**config.mk**
```make
export PLATFORM = sky130hd
export DESIGN_NAME = sevenseg_scan_driver
export DESIGN_NICKNAME = d
export VERILOG_FILES = /design/src/rtl/sevenseg_pkg.sv /design/src/rtl/bcd_to_7seg.sv /design/src/rtl/sevenseg_scan_driver.sv
export SDC_FILE = /design/constraint.sdc
export NUM_CORES = 1
export LEC_CHECK = 0
export CORE_UTILIZATION = 51
export DETAILED_ROUTE_END_ITERATION = 16
export MAX_ROUTING_LAYER = met4
export PLACE_DENSITY = 0.77
export SYNTH_ARGS = -nofsm -noshare
export SYNTH_HDL_FRONTEND = slang
export SYNTH_HIERARCHICAL = 1
export SYNTH_SLANG_ARGS = --single-unit
```
**constraint.sdc**
```tcl
create_clock -name clk -period 2.7 [get_ports clk]
set_clock_uncertainty 0.2 [all_clocks]
set_input_delay 0.54 -clock clk [delete_from_list [all_inputs] [get_ports clk]]
set_output_delay 0.54 -clock clk [all_outputs]
set_load 0.01 [all_outputs]
```
**src/rtl/sevenseg_pkg.sv**
```systemverilog
`default_nettype none
// ============================================================================
//  Module      : sevenseg_pkg
//  Description : Shared types and segment constants for the multiplexed
//                seven-segment scan driver. Segment order is {g,f,e,d,c,b,a}
//                and all patterns are active-low.
//  Revision    : 1.0  initial release
// ============================================================================
package sevenseg_pkg;

  // One BCD digit as produced by a MOD10 decade counter stage
  typedef logic [3:0] bcd_t;

  // Dark and invalid-code patterns
  localparam logic [6:0] SEG_OFF  = 7'h7F;
  localparam logic [6:0] SEG_DASH = 7'h3F;

  // Digit patterns 0..9
  localparam logic [6:0] SEG_0 = 7'h40;
  localparam logic [6:0] SEG_1 = 7'h79;
  localparam logic [6:0] SEG_2 = 7'h24;
  localparam logic [6:0] SEG_3 = 7'h30;
  localparam logic [6:0] SEG_4 = 7'h19;
  localparam logic [6:0] SEG_5 = 7'h12;
  localparam logic [6:0] SEG_6 = 7'h02;
  localparam logic [6:0] SEG_7 = 7'h78;
  localparam logic [6:0] SEG_8 = 7'h00;
  localparam logic [6:0] SEG_9 = 7'h10;

  // True only for the code 0; invalid codes 10..15 count as nonzero so a
  // dash in an upper position keeps the digits below it visible.
  function automatic logic is_zero(input bcd_t d);
    return (d == 4'd0);
  endfunction

endpackage
`default_nettype wire

```
**src/rtl/bcd_to_7seg.sv**
```systemverilog
`default_nettype none
// ============================================================================
//  Module      : bcd_to_7seg
//  Description : Combinational BCD to active-low seven-segment decoder.
//                Codes 10..15 produce a dash.
//  Revision    : 1.0  initial release
// ============================================================================
module bcd_to_7seg
  import sevenseg_pkg::*;
(
  input  bcd_t       bcd,
  output logic [6:0] seg
);

  // Table lookup; anything outside 0..9 falls through to the dash
  always_comb begin
    seg = SEG_DASH;
    case (bcd)
      4'd0:    seg = SEG_0;
      4'd1:    seg = SEG_1;
      4'd2:    seg = SEG_2;
      4'd3:    seg = SEG_3;
      4'd4:    seg = SEG_4;
      4'd5:    seg = SEG_5;
      4'd6:    seg = SEG_6;
      4'd7:    seg = SEG_7;
      4'd8:    seg = SEG_8;
      4'd9:    seg = SEG_9;
      default: seg = SEG_DASH;
    endcase
  end

endmodule
`default_nettype wire

```
**src/rtl/sevenseg_scan_driver.sv**
```systemverilog
`default_nettype none
// ============================================================================
//  Module      : sevenseg_scan_driver
//  Description : Time-multiplexed common-anode seven-segment driver. Captures
//                a BCD digit bus into a shadow register, scans digits with a
//                programmable dwell and one blanking cycle per slot, optional
//                leading-zero blanking, and a per-frame done pulse.
//  Revision    : 1.0  initial release
// ============================================================================
module sevenseg_scan_driver
  import sevenseg_pkg::*;
#(
  parameter int NDIG        = 4,
  parameter int REFRESH_DIV = 4
) (
  input  logic              clk,
  input  logic              rst,
  input  logic [4*NDIG-1:0] digits,
  input  logic              load,
  input  logic              blank_lz,
  output logic [6:0]        seg,
  output logic [NDIG-1:0]   an,
  output logic              frame_done
);

  localparam int PRE_W = (REFRESH_DIV > 1) ? $clog2(REFRESH_DIV) : 1;
  localparam int IDX_W = (NDIG > 1) ? $clog2(NDIG) : 1;

  localparam logic [PRE_W-1:0] PRE_LAST = PRE_W'(REFRESH_DIV - 1);
  localparam logic [IDX_W-1:0] IDX_LAST = IDX_W'(NDIG - 1);

  // Scan state
  bcd_t [NDIG-1:0]  shadow;
  logic [PRE_W-1:0] pre;
  logic [IDX_W-1:0] idx;

  // Derived slot information, all from the pre-edge state
  logic [NDIG-1:0]  zero_from;   // bit k: shadow digits k..NDIG-1 are all zero
  bcd_t             sel_digit;
  logic [6:0]       dec_seg;
  logic             lz_blank;
  logic             slot_dark;
  logic             pre_last;
  logic             idx_last;

  // Suffix-AND of the per-digit zero flags, built from the top digit down
  generate
    for (genvar k = 0; k < NDIG; k++) begin : g_zero_from
      if (k == NDIG - 1) begin : g_top
        assign zero_from[k] = is_zero(shadow[k]);
      end else begin : g_lower
        assign zero_from[k] = is_zero(shadow[k]) & zero_from[k+1];
      end
    end
  endgenerate

  assign sel_digit = shadow[idx];
  assign pre_last  = (pre == PRE_LAST);
  assign idx_last  = (idx == IDX_LAST);

  // Digit 0 is always shown so a value of zero still reads "0"
  assign lz_blank  = blank_lz && (idx != '0) && zero_from[idx];
  assign slot_dark = (pre == '0) || lz_blank;

  // Single decoder shared by all digits, fed by the current scan position
  bcd_to_7seg u_dec (
    .bcd (sel_digit),
    .seg (dec_seg)
  );

  // Shadow capture; the scan only ever reads this copy
  always_ff @(posedge clk or posedge rst) begin
    if (rst) begin
      shadow <= '0;
    end else if (load) begin
      shadow <= digits;
    end
  end

  // Prescaler and digit index; the index steps at the last cycle of a slot
  always_ff @(posedge clk or posedge rst) begin
    if (rst) begin
      pre <= '0;
      idx <= '0;
    end else begin
      if (pre_last) begin
        pre <= '0;
        idx <= idx_last ? '0 : idx + 1'b1;
      end else begin
        pre <= pre + 1'b1;
      end
    end
  end

  // Registered outputs computed from the pre-edge scan state and shadow
  always_ff @(posedge clk or posedge rst) begin
    if (rst) begin
      seg        <= SEG_OFF;
      an         <= '1;
      frame_done <= 1'b0;
    end else begin
      if (slot_dark) begin
        seg <= SEG_OFF;
        an  <= '1;
      end else begin
        seg <= dec_seg;
        an  <= ~(NDIG'(1) << idx);
      end
      frame_done <= pre_last && idx_last;
    end
  end

endmodule
`default_nettype wire

```
* After elaboration in Yosys (flattened, before gate mapping)
Memories as Yosys holds them, arrays and structs flattened.
Index checks and enable logic that the tools add are counted.
W data, S select, Z words.
** Storage, ports and cells
- Bits in registers :: 32
- Memory bits (read-only) :: 112
- Bits of input ports :: 20
- Word-level logic and storage cells :: 38
- Memories kept :: 1
** Operators by class
- $add $sub $neg :: 2
- Magnitude comparators :: 1
- Eq/ne operators :: 2
- Shift operators :: 1
- Multiplexer cells :: 8
- Bitwise logic cells :: 4
- Reductions and logical operators :: 10
** Memory list
- (no name shown) :: depth 16, bits a word 7, rd ports 1, clocked after memory_dff 0, wr ports 0, RTL line bcd_to_7seg.sv:18 : case (bcd)
** Operator list (count)
- $logic_not A4 Y1 :: 4
- $bmux W4 S2 :: 1
- $mux W4 :: 2
- $mux W7 :: 1
- $add A2 B1 Y2 const B :: 2
- $eq A2 B2 Y1 const B :: 2
- $mux W2 :: 2
- $not A4 Y4 :: 1
- $shl A1 B2 Y4 const A :: 1
- $and A1 B1 Y1 :: 3
- $logic_and A1 B1 Y1 :: 3
- $lt A2 B3 Y1 const B :: 1
- $bmux W1 S2 :: 1
- $logic_not A2 Y1 :: 1
- $reduce_bool A2 Y1 :: 1
- $logic_or A1 B1 Y1 :: 1
- $mux W1 :: 1

* Depth between registers and ports, before layout
- Depth after elaboration :: 9
- Mapped depth :: 8
- Depth with buffers taken out :: 7

* By module
Netlist, hierarchy kept.
** By module, submodules not included
- sevenseg_scan_driver :: instances 1, cells each 104, area an instance 1470.2 sq um, sequential area each 814.5 sq um
- bcd_to_7seg :: instances 1, cells each 31, area an instance 240.2 sq um, sequential area each 0.0 sq um

* Worst setup path before layout
No wires, ideal clock.
- Kind :: reg-to-reg
- Start :: register idx[0]
- End :: register seg[3]
- Library setup time :: 0.073 ns
- Arrival :: 1.750 ns
- Required time :: 2.427 ns
- Slack :: 0.677 ns
- Cell stages (with the launch flop) :: 8
- Period minus slack after synthesis :: 2.023 ns
- Cell sequence :: dfrtp_1 buf_4 mux4_2 inv_1 ha_1 a22oi_1 nor2_1 o21ai_1
** On the way
- Elaborated cells between the ends (all ways) :: 10
** RTL lines
- start, declared :: RTL line sevenseg_scan_driver.sv:35 : logic [IDX_W-1:0] idx;
- start signal, assigned :: RTL line sevenseg_scan_driver.sv:88 : idx <= idx_last ? '0 : idx + 1'b1;
- $bmux W4 S2 :: RTL line sevenseg_scan_driver.sv:57 : assign sel_digit = shadow[idx];
- $mux W4 (not written as such) :: RTL line sevenseg_scan_driver.sv:57
- named net sel_digit[1] :: RTL line sevenseg_scan_driver.sv:39 : bcd_t sel_digit;
- $mem_v2 Z16 W7
- named net dec_seg[3] :: RTL line sevenseg_scan_driver.sv:40 : logic [6:0] dec_seg;
- $mux W7 :: RTL line sevenseg_scan_driver.sv:102 : if (slot_dark) begin
- end signal, assigned :: RTL line sevenseg_scan_driver.sv:106 : seg <= dec_seg;
- end, declared :: RTL line sevenseg_scan_driver.sv:21 : output logic [6:0] seg,
The timed path passes the listed nets, and every way through them passes these cells. The select of a mux whose other input is x is not followed.
A chain may end at the register's enable or synchronous reset.

* Worst setup path in the final report
- Start :: register idx[0]
- End :: register seg[5]
The elaborated chain is that of the path after synthesis.

==> impl_metrics.env <==
export IMPL_vias=1110
export IMPL_ys_types=38
export IMPL_grt_antenna_before_repair=0
export IMPL_die_area_um2=3590
export IMPL_r2r_setup_slack_ns=0.34
export IMPL_die_h_um=59.9
export IMPL_maxSlewViolCount=0
export IMPL_finalCriticalPeriod_ns=2.36
export IMPL_synth_nets=166
export IMPL_grt_max_degree=33
export IMPL_hold_buffers=0
export IMPL_num_fill_cells=238
export IMPL_status="finished clean"
export IMPL_netlist_area_um2=1710
export IMPL_nets=199
export IMPL_rsz0062_at_grt="no"
export IMPL_yosysTopAreaCellShare_pct=30.7
export IMPL_ys_seq_area_share_pct=47.6
export IMPL_firstDrtPassIters=4
export IMPL_start_util_pct=54.7
export IMPL_clkTransAtPathRegs_ns=0.09
export IMPL_row_count=20
export IMPL_peakVddDrop_mv=0.353
export IMPL_cts_repair_resize_count=0
export IMPL_p_per_area_nw_per_um2=463
export IMPL_critPathLaunchType="flop"
export IMPL_ios=32
export IMPL_drt_total_wl_um=3000
export IMPL_wl_per_cell_um=14.1
export IMPL_setup_viol=0
export IMPL_grt_overflow_total=0
export IMPL_setup_tns_ns=0
export IMPL_cts_root_buffer="clkbuf_4"
export IMPL_tightest_slew_ns=0.507
export IMPL_cpPeakStageDelay_ns=0.67
export IMPL_antenna_left=0
export IMPL_r2r_end="seg[5]"
export IMPL_drive_gt1_share_pct=20.1
export IMPL_final_period_utilization_pct=87.3
export IMPL_cp_max_fo=9
export IMPL_synthTopCellsByArea="dfrtp_1, dfstp_2, mux2_1, ha_1, mux4_2"
export IMPL_reg2reg_depth=6
export IMPL_diodes=0
export IMPL_timing_rr_start="idx[0]"
export IMPL_worst_setup_path_type="flop to flop"
export IMPL_synth_top_area_cell="dfrtp_1"
export IMPL_worstPathCellList="mux4_2, ha_1, o21ai_0, o31ai_1, nor2_1, o21ai_1"
export IMPL_synth_most_common_cell="dfrtp_1"
export IMPL_grt_pass1_wl_um=5000
export IMPL_grt_pass1_vias=1116
export IMPL_critPathBufInv=0
export IMPL_async_flop_share_pct=100
export IMPL_drv_cap=0
export IMPL_fp_dieW_um=59.9
export IMPL_synthCells=135
export IMPL_whs_path_depth=1
export IMPL_arrival_ns=2.41
export IMPL_hold_viol_final=0
export IMPL_vias_per_cell=5.21
export IMPL_end_kind="flop"
export IMPL_hp_start="pre[0]"
export IMPL_critPathTopFamily="multiplexers"
export IMPL_crit_required_ns=2.75
export IMPL_gp_congestion=0.799
export IMPL_grt_use_total_pct=20.8
export IMPL_clkSinkCount=32
export IMPL_synth_avg_cell_area_um2=12.7
export IMPL_multi_input_area_um2=805
export IMPL_max_freq_mhz=424
export IMPL_finish_utilization_pct=67.0
export IMPL_leakage_nw=0.878
export IMPL_relSlewSlack_pct=66.1
export IMPL_clk_path_buf_depth=2
export IMPL_whs_endpoint="pre[0]"
export IMPL_hold_class="flop to flop"
export IMPL_clkLatencyLatePin_ns=0.33
export IMPL_tritoncts="done"
export IMPL_post_cts_buffers=0
export IMPL_area_growth_pct=22.5
export IMPL_synth_edf_count=0
export IMPL_first_iter_violations=23
export IMPL_regArea_um2=815
export IMPL_synth_seq_cells=32
export IMPL_yosys_top_cells_count="dfrtp_1, mux2_1, nor2_1, o21ai_1"
export IMPL_synth_warning_count=6
export IMPL_cts_max_level=2
export IMPL_pre_cts_ws_ns=0.405
export IMPL_design_core_area_um2=3130
export IMPL_portBuffers=31
export IMPL_yosys_most_used_dff="dfrtp_1"
export IMPL_numCtsBuffers=5
export IMPL_drc=0
export IMPL_critPathSlowestCell="mux4_2"
export IMPL_hold_ws_ns=0.254
export IMPL_post_dp_hpwl_um=2360
export IMPL_finalWorstSetupSlack_ns=0.342
-- power by group --
| group | internal, W | switching (W) | leakage [nW] |
|---|---|---|---|
| Clock | 0.000128 | 0.000152 | 0.0326 |
| Combinational | 0.0000845 | 0.0000704 | 0.479 |
| Sequential | 0.000507 | 0.0000290 | 0.367 |
| Total | 0.000719 | 0.000252 | 0.878 |
-- flip-flops by register name (all words and copies together) (netlist names) --
name and count:
shadow 16, idx 2, frame_done 1, an 4, pre 2, seg 7
-- per-layer routing --
| metal | global-route usage, % | part of all wire, % | routed length, µm | up-vias |
|---|---|---|---|---|
| met5 | - | 0 | 0 | - |
| met3 | 7.36 | 4.6 | 137 | 7 |
| met4 | 9.97 | 2.6 | 79 | 0 |
| met2 | 35.1 | 52 | 1570 | 35 |
| li1 | - | - | - | 527 |
| met1 | 21.5 | 40 | 1210 | 541 |
-- worst max-delay path by stage --
| stage | depth (start not counted) | to | slack (ns) | startpoint |
|---|---|---|---|---|
| 5_1_grt | 6 | seg[5] | 0.18 | idx[0] |
| 4_1_cts | 6 | seg[5] | 0.37 | idx[0] |
| 3_3_place_gp | 7 | seg[1] | 0.51 | idx[0] |
| 3_5_place_dp | 6 | seg[5] | 0.41 | idx[0] |
| 6_report | 6 | seg[5] | 0.34 | idx[0] |
| 2_1_floorplan | 7 | seg[3] | 0.68 | idx[0] |
-- area by class of cell --
| type | instances | area share (%) |
|---|---|---|
| Timing Repair Buffer | 33 | 15.5 |
| Multi-Input combinational cell | 86 | 38.4 |
| Tap cell | 44 | 2.63 |
| Clock buffer | 8 | 2.81 |
| Sequential cell | 32 | 38.9 |
| Inverter | 10 | 1.79 |
-- cells in the final DEF (no fill, tap or decap), drive strengths merged, types with 2 or more instances in the layout --
cell type and count:
clkdlybuf4s50 31, dfrtp 21, mux2 16, o21ai 13, nor2 12, ha 11
dfstp 11, inv 10, clkbuf 8, mux4 4, nor4 3, nor2b 3
nand2b 2, nand2 2, buf 2, a22oi 2, a21oi 2, and2 2
and2b 2
-- logic make-up (layout without fill, tap and decap cells) --
kind of cell               count (synthesis)  after routing  synth area share [%]
buffers and inverters                     17             51                  5.34
muxes                                     21             21                  16.4
DFF                                       32             32                  47.6
and+or+nand+nor                           32             32                  13.4
adders and majority gates                 11             11                  8.05
AOI/OAI and AO/OA                         22             22                  9.22
-- per-stage QoR --
stage,std cells,area (µm²),total power [W]
final,213,2100,0.000971
after floorplan,135,1710,0.000647
after global routing,213,2100,0.00102
after detailed placement,205,2040,0.000699
after global placement,205,2040,0.000688
after CTS,213,2100,0.000983
Note: power is estimated with default switching activity, not from simulation.
